--- src/rtl/mux_arb_n.sv ---
`default_nettype none
// ============================================================================
//  Module   : mux_arb_n
//  Purpose  : N-input, WIDTH-bit registered multiplexer with per-channel
//             valid/ready handshake. A grant is chosen either from an
//             external static index or by round-robin among valid channels.
//             The winner is captured into a single output register stage.
//  Revision : 1.0 - initial release
// ----------------------------------------------------------------------------
//  Ports
//    i_clk    in   1            clock, rising edge
//    i_rst_n  in   1            asynchronous active-low reset
//    i_mode   in   1            0 = static select, 1 = round-robin
//    i_sel    in   SEL_W        channel index for static mode
//    i_valid  in   N_IN         per-channel data valid
//    i_data   in   N_IN*WIDTH   packed channel data, ch k at [k*WIDTH +: WIDTH]
//    o_ready  out  N_IN         per-channel accept strobe
//    o_valid  out  1            output register holds valid data
//    o_data   out  WIDTH        registered selected data
//    o_src    out  SEL_W        channel that produced o_data
//    i_ready  in   1            downstream accepts o_data
// ============================================================================
module mux_arb_n #(
   parameter int  WIDTH = 16,
   parameter int  N_IN  = 4,
   localparam int SEL_W = (N_IN > 1) ? $clog2(N_IN) : 1
) (
   input  logic                  i_clk,
   input  logic                  i_rst_n,
   input  logic                  i_mode,
   input  logic [SEL_W-1:0]      i_sel,
   input  logic [N_IN-1:0]       i_valid,
   input  logic [N_IN*WIDTH-1:0] i_data,
   output logic [N_IN-1:0]       o_ready,
   output logic                  o_valid,
   output logic [WIDTH-1:0]      o_data,
   output logic [SEL_W-1:0]      o_src,
   input  logic                  i_ready
);

   localparam logic [SEL_W-1:0] C_PTR_RST = SEL_W'(N_IN - 1);

   logic               valid_q, valid_d;
   logic [WIDTH-1:0]   data_q,  data_d;
   logic [SEL_W-1:0]   src_q,   src_d;
   logic [SEL_W-1:0]   rr_ptr_q, rr_ptr_d;

   logic               w_load_en;
   logic               w_gnt_vld;
   logic [SEL_W-1:0]   w_gnt_idx;
   logic [WIDTH-1:0]   w_gnt_data;

   // Register is free when empty or being drained on this same edge.
   assign w_load_en = !valid_q || i_ready;

   // ------------------------------------------------------------------------
   // Grant selection
   // ------------------------------------------------------------------------
   always_comb begin
      w_gnt_vld  = 1'b0;
      w_gnt_idx  = '0;
      w_gnt_data = '0;
      if (!i_mode) begin
         // An out-of-range i_sel never matches any k, so it simply grants nothing.
         for (int k = 0; k < N_IN; k++) begin
            if (i_sel == SEL_W'(k) && i_valid[k]) begin
               w_gnt_vld  = 1'b1;
               w_gnt_idx  = SEL_W'(k);
               w_gnt_data = i_data[k*WIDTH +: WIDTH];
            end
         end
      end else begin
         // Round-robin search from rr_ptr+1 with wrap. Two descending passes:
         // the first picks the lowest valid channel at or below the pointer
         // (the wrapped-around part), the second overrides it with the lowest
         // valid channel above the pointer, which has priority.
         for (int k = N_IN - 1; k >= 0; k--) begin
            if (i_valid[k] && (SEL_W'(k) <= rr_ptr_q)) begin
               w_gnt_vld  = 1'b1;
               w_gnt_idx  = SEL_W'(k);
               w_gnt_data = i_data[k*WIDTH +: WIDTH];
            end
         end
         for (int k = N_IN - 1; k >= 0; k--) begin
            if (i_valid[k] && (SEL_W'(k) > rr_ptr_q)) begin
               w_gnt_vld  = 1'b1;
               w_gnt_idx  = SEL_W'(k);
               w_gnt_data = i_data[k*WIDTH +: WIDTH];
            end
         end
      end
   end

   // ------------------------------------------------------------------------
   // Per-channel accept strobe (one-hot or zero)
   // ------------------------------------------------------------------------
   always_comb begin
      o_ready = '0;
      for (int k = 0; k < N_IN; k++) begin
         o_ready[k] = w_load_en && w_gnt_vld && (w_gnt_idx == SEL_W'(k));
      end
   end

   // ------------------------------------------------------------------------
   // Next-state for the output stage and round-robin pointer
   // ------------------------------------------------------------------------
   always_comb begin
      valid_d  = valid_q;
      data_d   = data_q;
      src_d    = src_q;
      rr_ptr_d = rr_ptr_q;
      if (w_load_en) begin
         if (w_gnt_vld) begin
            valid_d = 1'b1;
            data_d  = w_gnt_data;
            src_d   = w_gnt_idx;
            // Only round-robin transfers move the fairness pointer.
            if (i_mode) begin
               rr_ptr_d = w_gnt_idx;
            end
         end else begin
            // Drained (or still empty) with nothing to load; data/src keep
            // their last value.
            valid_d = 1'b0;
         end
      end
   end

   always_ff @(posedge i_clk or negedge i_rst_n) begin
      if (!i_rst_n) begin
         valid_q  <= 1'b0;
         data_q   <= '0;
         src_q    <= '0;
         rr_ptr_q <= C_PTR_RST;
      end else begin
         valid_q  <= valid_d;
         data_q   <= data_d;
         src_q    <= src_d;
         rr_ptr_q <= rr_ptr_d;
      end
   end

   assign o_valid = valid_q;
   assign o_data  = data_q;
   assign o_src   = src_q;

endmodule
`default_nettype wire

--- config.mk ---
export PLATFORM = sky130hd
export DESIGN_NAME = mux_arb_n
export DESIGN_NICKNAME = d
export VERILOG_FILES = /design/src/rtl/mux_arb_n.sv
export SDC_FILE = /design/constraint.sdc
export NUM_CORES = 1
export LEC_CHECK = 0
export BUFFER_PORTS_ARGS = -buffer_cell sky130_fd_sc_hd__buf_2
export CORE_MARGIN = 5
export CORE_UTILIZATION = 45
export DETAILED_ROUTE_END_ITERATION = 10
export GPL_TIMING_DRIVEN = 0
export PLACE_DENSITY = 0.8
export SKIP_CTS_REPAIR_TIMING = 1
export SLEW_MARGIN = 25
export SYNTH_ARGS = -nofsm -noshare
export SYNTH_HDL_FRONTEND = slang
export SYNTH_SLANG_ARGS = --single-unit
--- constraint.sdc ---
create_clock -name i_clk -period 5.4 [get_ports i_clk]
set_input_delay 0.27 -clock i_clk [delete_from_list [all_inputs] [get_ports i_clk]]
set_output_delay 0.27 -clock i_clk [all_outputs]
set_load 0.1 [all_outputs]
### After elaboration in Yosys (flattened, before gate mapping)

Cells that the tools add are included.

| word-level totals | value |
|---|---|
| register bits | 21 |
| input bits | 74 |
| output and inout bits | 23 |
| logic and storage cells | 80 |

| operators by class | value |
|---|---|
| order comparisons | 8 |
| eq/ne operators | 6 |
| mux-type cells | 39 |
| reductions and logical operators | 23 |

Operators by type and width:

| cell | number |
|---|---|
| $mux 16 | 13 |
| $mux 2 | 11 |
| $logic_and 1x1->1 | 17 |
| $mux 1 | 15 |
| $eq 2x2->1 const B | 4 |
| $eq 2x1->1 const B | 2 |
| $gt 1x2->1 const A | 2 |
| $gt 2x2->1 const A | 2 |
| $le 1x2->1 const A | 2 |
| $le 2x2->1 const A | 2 |
| $logic_not 2->1 | 2 |
| $reduce_and 3->1 | 1 |
| $reduce_and 2->1 | 1 |
| $logic_not 1->1 | 1 |
| $logic_or 1x1->1 | 1 |

### Longest topological paths before layout

Gate-level depths: netlist of run 1.

| depth | value |
|---|---|
| depth after elaboration | 13 |
| depth in mapped cells | 7 |
| mapped depth without buffers | 4 |

### Least setup slack after synthesis of run 1

OpenSTA, ideal clock, no wires.

| path | value |
|---|---|
| path type | input -> output |
| from | input i_valid[2] |
| to | output o_ready[0] |
| data arrival time | 3344 ps |
| data required time | 5130 ps |
| setup slack | 1786 ps |
| cell stages on the path | 6 |
| path buffers | 2 |
| cells stage by stage | buf_6 > mux2_2 > nand2_1 > clkbuf_1 > o2111ai_1 > nor3_1 |

| between the ends | value |
|---|---|
| word-level cells in the longest chain between the ends | 11 |
| elaborated cells between the ends (all ways) | 26 |
| classes of those cells | mux: 20; reduce/logical: 6 |

RTL lines:

| element | line | source |
|---|---|---|
| start: declaration | 32 | `input logic [N_IN-1:0] i_valid,` |
| $logic_and 1x1->1 | 78 | `if (i_valid[k] && (SEL_W'(k) <= rr_ptr_q)) begin` |
| $mux 2 / $mux 1 (equally long branches) (3 in series) | 78 |  |
| $mux 2 / $mux 1 (equally long branches) (4 in series) | 85 | `if (i_valid[k] && (SEL_W'(k) > rr_ptr_q)) begin` |
| $mux 2 / $mux 1 (equally long branches) | 63 | `if (!i_mode) begin` |
| $logic_not 2->1 / $logic_and 1x1->1 (equally long branches) | 100 | `o_ready[k] = w_load_en && w_gnt_vld && (w_gnt_idx == SEL_W'(k));` |
| $logic_and 1x1->1 (*) | 100 |  |
| end: declaration | 34 | `output logic [N_IN-1:0] o_ready,` |

Mark *: on every way between the ends. The rest lies on a longest branch, timed or not.

### Worst setup path after layout of run 1

| path | value |
|---|---|
| from | register rr_ptr_q[1] |
| to | output o_ready[2] |

| between the ends | value |
|---|---|
| word-level cells in the longest chain between the ends | 13 |
| elaborated cells between the ends (all ways) | 37 |
| classes of those cells | order compare: 8; eq/ne: 1; mux: 18; reduce/logical: 10 |

RTL lines:

| element | line | source |
|---|---|---|
| start: declaration | 46 | `logic [SEL_W-1:0] rr_ptr_q, rr_ptr_d;` |
| start signal: assignment | 139 | `rr_ptr_q <= rr_ptr_d;` |
| $le 2x2->1 | 78 |  |
| $logic_and 1x1->1 | 78 |  |
| $mux 2 / $mux 1 (equally long branches) (4 in series) | 78 |  |
| $mux 2 / $mux 1 (equally long branches) (4 in series) | 85 |  |
| $mux 2 / $mux 1 (equally long branches) | 63 |  |
| $eq 2x2->1 / $logic_and 1x1->1 (equally long branches) | 100 |  |
| $logic_and 1x1->1 (*) | 100 |  |

Marked as above.

==> summary.md, run 1 <==
| Metric | Value |
|---|---|
| Seq. cell area | 528 sq um |
| Post-synthesis sequential area ratio | 17.2% |
| Setup violators final | 0 |
| Via density | 6.86 |
| Final net count | about 600 |
| FF-to-FF Start | rr_ptr_q[0] |
| Number of synthesized register bits | 21 |
| Crit path launch type | flip-flop |
| Diode count | 0 |
| Routed len/inst | between 20 and 25 um |
| Main synth FF type | dfrtp_1 |
| Clock slew at reported path FFs | roughly 0.070 ns |
| Num CTS Buffers | 3 |
| Final Wtd Congestion | 0.939 |
| Grt total ovfl | 0 |
| ANT nets after route | 0 |
| Final wirelength | approximately 13000 um |
| Pin count of the biggest net entering global routing | 22 |
| Worst reg-to-reg path cell count | 6 |
| Dpl ws | 2.85 ns |
| Fin Setup TNS | 0 ns |
| Initial core utilization | a little under half |
| Port Buffers | 94 |
| Die Area | between 0.008 and 0.009 sq mm |
| Clock Skews | 0.00145 ns |
| Critical path arrival | 2.51 ns |
| Final period utilization | 51.4% |
| Async set or reset register ratio after synthesis | 100% |
| Worst-path cell chain | buf_2 > a21bo_2 > a21oi_1 > o31ai_1 > and4_1 > buf_2 |
| Final Hold Fails | 0 |
| Cell row count | 30 |
| Most frequent cells in the layout | buf_2, nand2_1, clkbuf_1 |
| Mapped Area | 0.00308 sq mm |
| Most common cell after layout, fill and taps aside | buf_2 |
| Hold path start | i_data[21] |
| Clk sinks | 21 |
| CTS H-Tree Depth | 1 |
| Number of synthesized flops with an enable pin | 0 |
| VDD IR max | 0.250 mV |
| Maximum clock frequency | 360 MHz |
| Root buffer cell | clkbuf_8 |
| Slew margin rel. | 40.2% |
| Total GRT Usage | 28.7% |
| Fin crit period | 2.78 ns |
| WP data required | ~5 ns |
| CP Class | reg -> out |
| Slew Viols, Final | 0 |
| PwrDens | 275 mW/mm^2 |
| First-pass DRT Iterations | 7 |
| Pleak | about 0.0014 uW |
| First-pass GRT wire length | 19700 um |
| HPWL after DPL | 10100 um |
| Layout area overhead | 20.3% |
| Syn nets | roughly 480 |
| Top-Level Pins | 97 |
| Worst setup EP type | primary output |
| DRC violations left | 0 |
| DRT iter0 DRCs | 495 |
| CP max stage delay | 0.58 ns |
| Synth Area per Inst | 7.52 sq um |
| Fraction of layout cells with a size suffix above 1 | 25.0% |
| Core area | 0.00672 sq mm |
| Outcome | finished, final reports clean |
| Post-Synthesis Cells | 409 |
| Crit path top cell by count | buf_2 |
| Post-synth cell types | 45 |
| Cell at the slowest stage of the critical path | dfstp_2 |
| Clock Path Buffers | 2 |
| WHS Endpoint | o_data[5] |
| Crit Path Max Fanout | 10 |
| RSZ-0062 raised after global routing | false |
| Via Count | 4035 |
| HP Class | in -> reg |
| Max-capacitance violation count | 0 |
| Final WS setup | 2.62 ns |
| Flop-to-flop setup slack | around 2.7 ns |
| Hold Path Stages | 3 |
| Synth Warn # | 0 |
| Worst-margin pin slew | 0.886 ns |
| Clk_lat worst skew | between 0.2 and 0.3 ns |
| Initial antenna violation count | 0 |
| Area occupied by multi-input gates | 0.00223 sq mm |
| FILL cells | 654 |
| Die Span Y | 92.7 um |
| Vias in the first global route | 3640 |
| TritonCTS clock tree | built |
| Worst reg2reg path endpoint | o_data[11] |
| Die width | about 93 um |
## synth_stat cells, types with 2 or more instances
| cell type | n | area [sq um] |
|---|---|---|
| a2111oi_0 | 16 | 140 |
| a211o_1 | 16 | 140 |
| a211oi_1 | 16 | 120 |
| a21bo_2 | 2 | 20.0 |
| a21boi_0 | 2 | 15.0 |
| a21o_1 | 16 | 120 |
| a21oi_1 | 19 | 95.1 |
| a31oi_1 | 3 | 18.8 |
| a32oi_1 | 16 | 140 |
| a41oi_1 | 18 | 158 |
| and2_1 | 16 | 100 |
| buf_1 | 2 | 7.51 |
| buf_2 | 13 | 65.1 |
| buf_6 | 5 | 56.3 |
| clkbuf_1 | 31 | 116 |
| dfrtp_1 | 19 | 475 |
| dfstp_2 | 2 | 52.6 |
| inv_1 | 20 | 75.1 |
| mux2_2 | 3 | 33.8 |
| nand2_1 | 34 | 128 |
| nand2b_1 | 22 | 138 |
| nand3_1 | 2 | 10.0 |
| nand4b_1 | 16 | 140 |
| nor2_1 | 2 | 7.51 |
| nor2b_1 | 17 | 106 |
| o211ai_1 | 16 | 120 |
| o21a_1 | 2 | 15.0 |
| o21ai_0 | 17 | 85.1 |
| o22ai_1 | 16 | 100 |
| o311ai_0 | 14 | 123 |
| o311ai_1 | 2 | 17.5 |
## metal layers
layer	track usage, %	up-vias	wire length (um)	part of all wire, %
met5	0	-	0	0
met4	6.96	0	258	2.0
met2	42.9	304	5610	44
li1	-	1820	-	-
met3	6.34	31	1640	13
met1	41.8	1880	5380	42
## area by class of cell
| class | count | area share, % |
|---|---|---|
| Buffer | 51 | 6.62 |
| Clock buffer | 4 | 1.22 |
| Inverter | 20 | 2.03 |
| Multi-Input combinational cell | 317 | 60.2 |
| Sequential cell | 21 | 14.3 |
| Tap cell | 80 | 2.70 |
| Timing Repair Buffer | 95 | 13.0 |
## report_power, final
part | switching (uW) | total, uW | leakage (uW) | internal [uW]
Clock | 44.4 | 96.8 | 0.0000228 | 52.4
Combinational | 535 | 701 | 0.00117 | 167
Sequential | 24.6 | 222 | 0.000237 | 197
## critical path: cells and delay by family, from the launching register on
kind                   cells  cell delay [ns]
AND/OR/NAND/NOR            1             0.27
flip-flops                 1             0.58
AO/OA/AOI/OAI              3             0.74
buffers and inverters      2             0.65
## sequential cells by signal, summed over array words and instances (netlist names)
name	flops
o_valid	1
rr_ptr_q	2
o_data	16
o_src	2
## metrics by stage
| stage | total power, uW | area [sq um] | std cells | utilization (%) | hold slack [ns] |
|---|---|---|---|---|---|
| floorplan | 730 | 3080 | 409 | - | -0.0256 |
| global placement | 903 | 3650 | 583 | 54.3 | 0.234 |
| detailed placement | 910 | 3650 | 583 | 54.3 | 0.248 |
| CTS | 1010 | 3690 | 587 | 55.0 | -0.0315 |
| global route | 1060 | 3700 | 588 | 55.1 | 0.351 |
| finish | 1020 | 3700 | 588 | 55.1 | 0.336 |
## cell families (layout without fill, tap and decap cells)
logic type	count (synthesis)	count (layout)	synth area share, %
AND/OR/NAND/NOR	117	117	22.7
AO/OA/AOI/OAI	196	196	47.9
flip-flops	21	21	17.2
multiplexers	4	4	1.83
buffers and inverters	71	170	10.4
## worst max-delay path by stage
stage / cells past startpoint / slack, ns / from / end
3_5_place_dp: 7 / 2.85 / i_sel[0] / o_ready[0]
2_1_floorplan: 6 / 1.79 / i_valid[2] / o_ready[0]
5_1_grt: 6 / 2.51 / rr_ptr_q[1] / o_ready[1]
3_3_place_gp: 7 / 2.84 / i_sel[0] / o_ready[0]
6_report: 6 / 2.62 / rr_ptr_q[1] / o_ready[2]
4_1_cts: 6 / 2.61 / rr_ptr_q[1] / o_ready[2]
(Power assumes the default switching activity.)
==> inputs of run 2 (changes only) <==
==> constraint.sdc (replaced) <==
create_clock -name i_clk -period 2.71 [get_ports i_clk]
set_input_delay 0.1355 -clock i_clk [delete_from_list [all_inputs] [get_ports i_clk]]
set_output_delay 0.1355 -clock i_clk [all_outputs]
set_load 0.1 [all_outputs]
==> run 2 against run 1 <==
Non-clock buffer count did not move. Sequential power rose by 97%. Design area rose by 0.61%. Clock-buffer cell count fell by 1. Sequential share of layout area fell by 0.086 points. Sequential cell count did not move. Routed wire length fell by 1.2%. Utilization rose by 0.34 points. Clock skew rose by 0.0056 ns. Via count fell by 0.45%.
==> summary.md, run 2 (same netlist as run 1, synthesis figures left out) <==
| Metric | Value |
|---|---|
| Switching Share | 59.3% (+0.060 points) |
| Final Wtd Congestion | 0.972 (+3.5%) |
| Non-filler cells, final | 588 (unchanged) |
| Most common cell after layout, fill and taps aside | buf_2 |
| # placed instances | 583 (unchanged) |
| Worst setup EP type | flip-flop |
| Pin count of the biggest net entering global routing | 22 (unchanged) |
| Largest register FFs | 16 (unchanged) |
| Maximum clock frequency | 373 MHz |
| Fraction of layout cells with a size suffix above 1 | 25.8% (+0.79 points) |
| PwrDens | 547 mW/mm^2 (+98%) |
| First-pass DRT Iterations | 6 (-1) |
| Outcome | finished, final reports clean |
| Diode count | 0 (unchanged) |
| Origin of the worst setup path | rr_ptr_q[0] |
| Switching pwr | 1210 uW (+100%) |
| Clock Path Buffers | 2 (unchanged) |
| Via Count | 4017 (-0.45%) |
| Flop-to-flop setup slack | 0.03 ns (-2.66 ns) |
| Port Buffers | 94 (unchanged) |
| HP Class | in -> reg |
| Design Power | 2040 uW (+100%) |
| Hold Path Stages | 3 (unchanged) |
| Grt total ovfl | 0 (unchanged) |
| Crit Path Max Fanout | 10 (unchanged) |
| Die width | 92.7 um (unchanged) |
| Final Util | 55.4% (+0.34 points) |
| Initial core utilization | 45.8% (unchanged) |
| Num CTS Buffers | 3 (unchanged) |
| Slew margin rel. | 52.3% (+12 points) |
| Layout area overhead | 21.1% |
| Total GRT Usage | 28.6% (-0.076 points) |
| Most frequent cells in the layout | buf_2, nand2_1, clkbuf_1 |
| FF-to-FF Start | rr_ptr_q[0] |
| Die Area | 0.00859 sq mm (unchanged) |
| Critical path arrival | 2.84 ns (+0.33 ns) |
| WHS Endpoint | o_data[15] |
| Worst reg-to-reg path cell count | 6 (unchanged) |
| Routed len/inst | 21.7 um (-1.2%) |
| Root buffer cell | clkbuf_8 |
| Cell row count | 30 (unchanged) |
| Slew Viols, Final | 0 (unchanged) |
| Hold path start | i_data[31] |
| TritonCTS clock tree | built |
| WP data required | 2.87 ns (-2.26 ns) |
| Clock slew at reported path FFs | 0.07 ns (about the same) |
| Pleak | 0.00143 uW (+0.23%) |
| HPWL after DPL | 10000 um (-1.2%) |
| Vias in the first global route | 3705 (+1.8%) |
| Worst-margin pin slew | 0.706 ns (-0.180 ns) |
| Die Span Y | 92.7 um (unchanged) |
| First-pass GRT wire length | 19900 um (+0.70%) |
| ANT nets after route | 0 (unchanged) |
| Final wirelength | 12700 um (-1.2%) |
| Reg power frac | 21.5% (-0.2 points) |
| RSZ-0062 raised after global routing | false |
| Clk_lat worst skew | 0.26 ns (about the same) |
| DRC violations left | 0 (unchanged) |
| Clock Skews | 0.00707 ns (+0.00563 ns) |
| Max-capacitance violation count | 0 (unchanged) |
| Final Hold Fails | 0 (unchanged) |
| DRT iter0 DRCs | 558 (+13%) |
| Initial antenna violation count | 0 (unchanged) |
| Final net count | 583 (unchanged) |
| CP Class | reg -> reg |
| Setup violators final | 0 (unchanged) |
| Pint | 830 uW (+99%) |
| Final period utilization | 98.9% |
| Comb pwr share | 68.8% (about the same) |
| Crit path launch type | flip-flop |
| Clk sinks | 21 (unchanged) |
| Top-Level Pins | 97 (unchanged) |
| Worst reg2reg path endpoint | o_data[11] |
| Fin crit period | 2.68 ns |
| Via density | 6.83 (-0.45%) |
| Core area | 0.00672 sq mm (unchanged) |
| CTS H-Tree Depth | 1 (unchanged) |
| VDD IR max | 0.426 mV (+70%) |
| Clock network fraction of total power | 9.7% (+0.2 points) |
-- run 2: routing by layer --
layer | part of all wire [%] | global-route usage, %
met5 | 0 | 0
met4 | 2.1 | 6.84
met3 | 12 | 4.22
met2 | 44 | 43.9
met1 | 42 | 42.1
-- run 2: through the flow --
| stage | hold slack, ns | setup TNS, ns | instance area, sq um | worst slack, ns |
|---|---|---|---|---|
| global placement | 0.104 | 0 | 3660 | 0.215 |
| finish | 0.199 | 0 | 3720 | 0.0302 |
| global route | 0.209 | 0 | 3720 | 0.00109 |
| floorplan | -0.160 | 0 | 3090 | 0.111 |
| CTS | -0.174 | -0.00301 | 3700 | -0.00301 |
| detailed placement | 0.113 | 0 | 3660 | 0.231 |
-- run 2: worst max-delay path by stage --
stage | end | slack (ns) | cells past startpoint
after floorplan | o_ready[0] | 0.11 | 3
after global placement | o_data[2] | 0.22 | 6
after detailed placement | o_data[11] | 0.23 | 6
after CTS | o_ready[2] | -0.003 | 6
after global routing | o_data[1] | 0.001 | 6
final | o_data[11] | 0.03 | 6
-- run 2: power by group through the flow --
stage | sequential, uW | combinational, uW | clock (uW)
3_3_place_gp | 441 | 1360 | 0
3_5_place_dp | 442 | 1370 | 0
6_report | 437 | 1400 | 198
5_1_grt | 445 | 1460 | 221
2_1_floorplan | 938 | 519 | 0
4_1_cts | 436 | 1370 | 206
-- run 2: critical path, cell delays in order, from the launching register on --
cell and delay, ns:
dfstp_2 0.54, buf_2 0.22, clkbuf_1 0.51, nand4b_1 0.16, a2111oi_0 0.51, o311ai_0 0.32
a41oi_1 0.33
-- run 2: final cells by class --
class,instances,area [sq um]
clock buffer,3,41.3
inverter,20,75.1
clock inverter,1,5.00
sequential,21,528
multi-input combinational,317,2240
tap,80,100
timing repair buffer,95,488
fill,657,2990
buffer,51,245
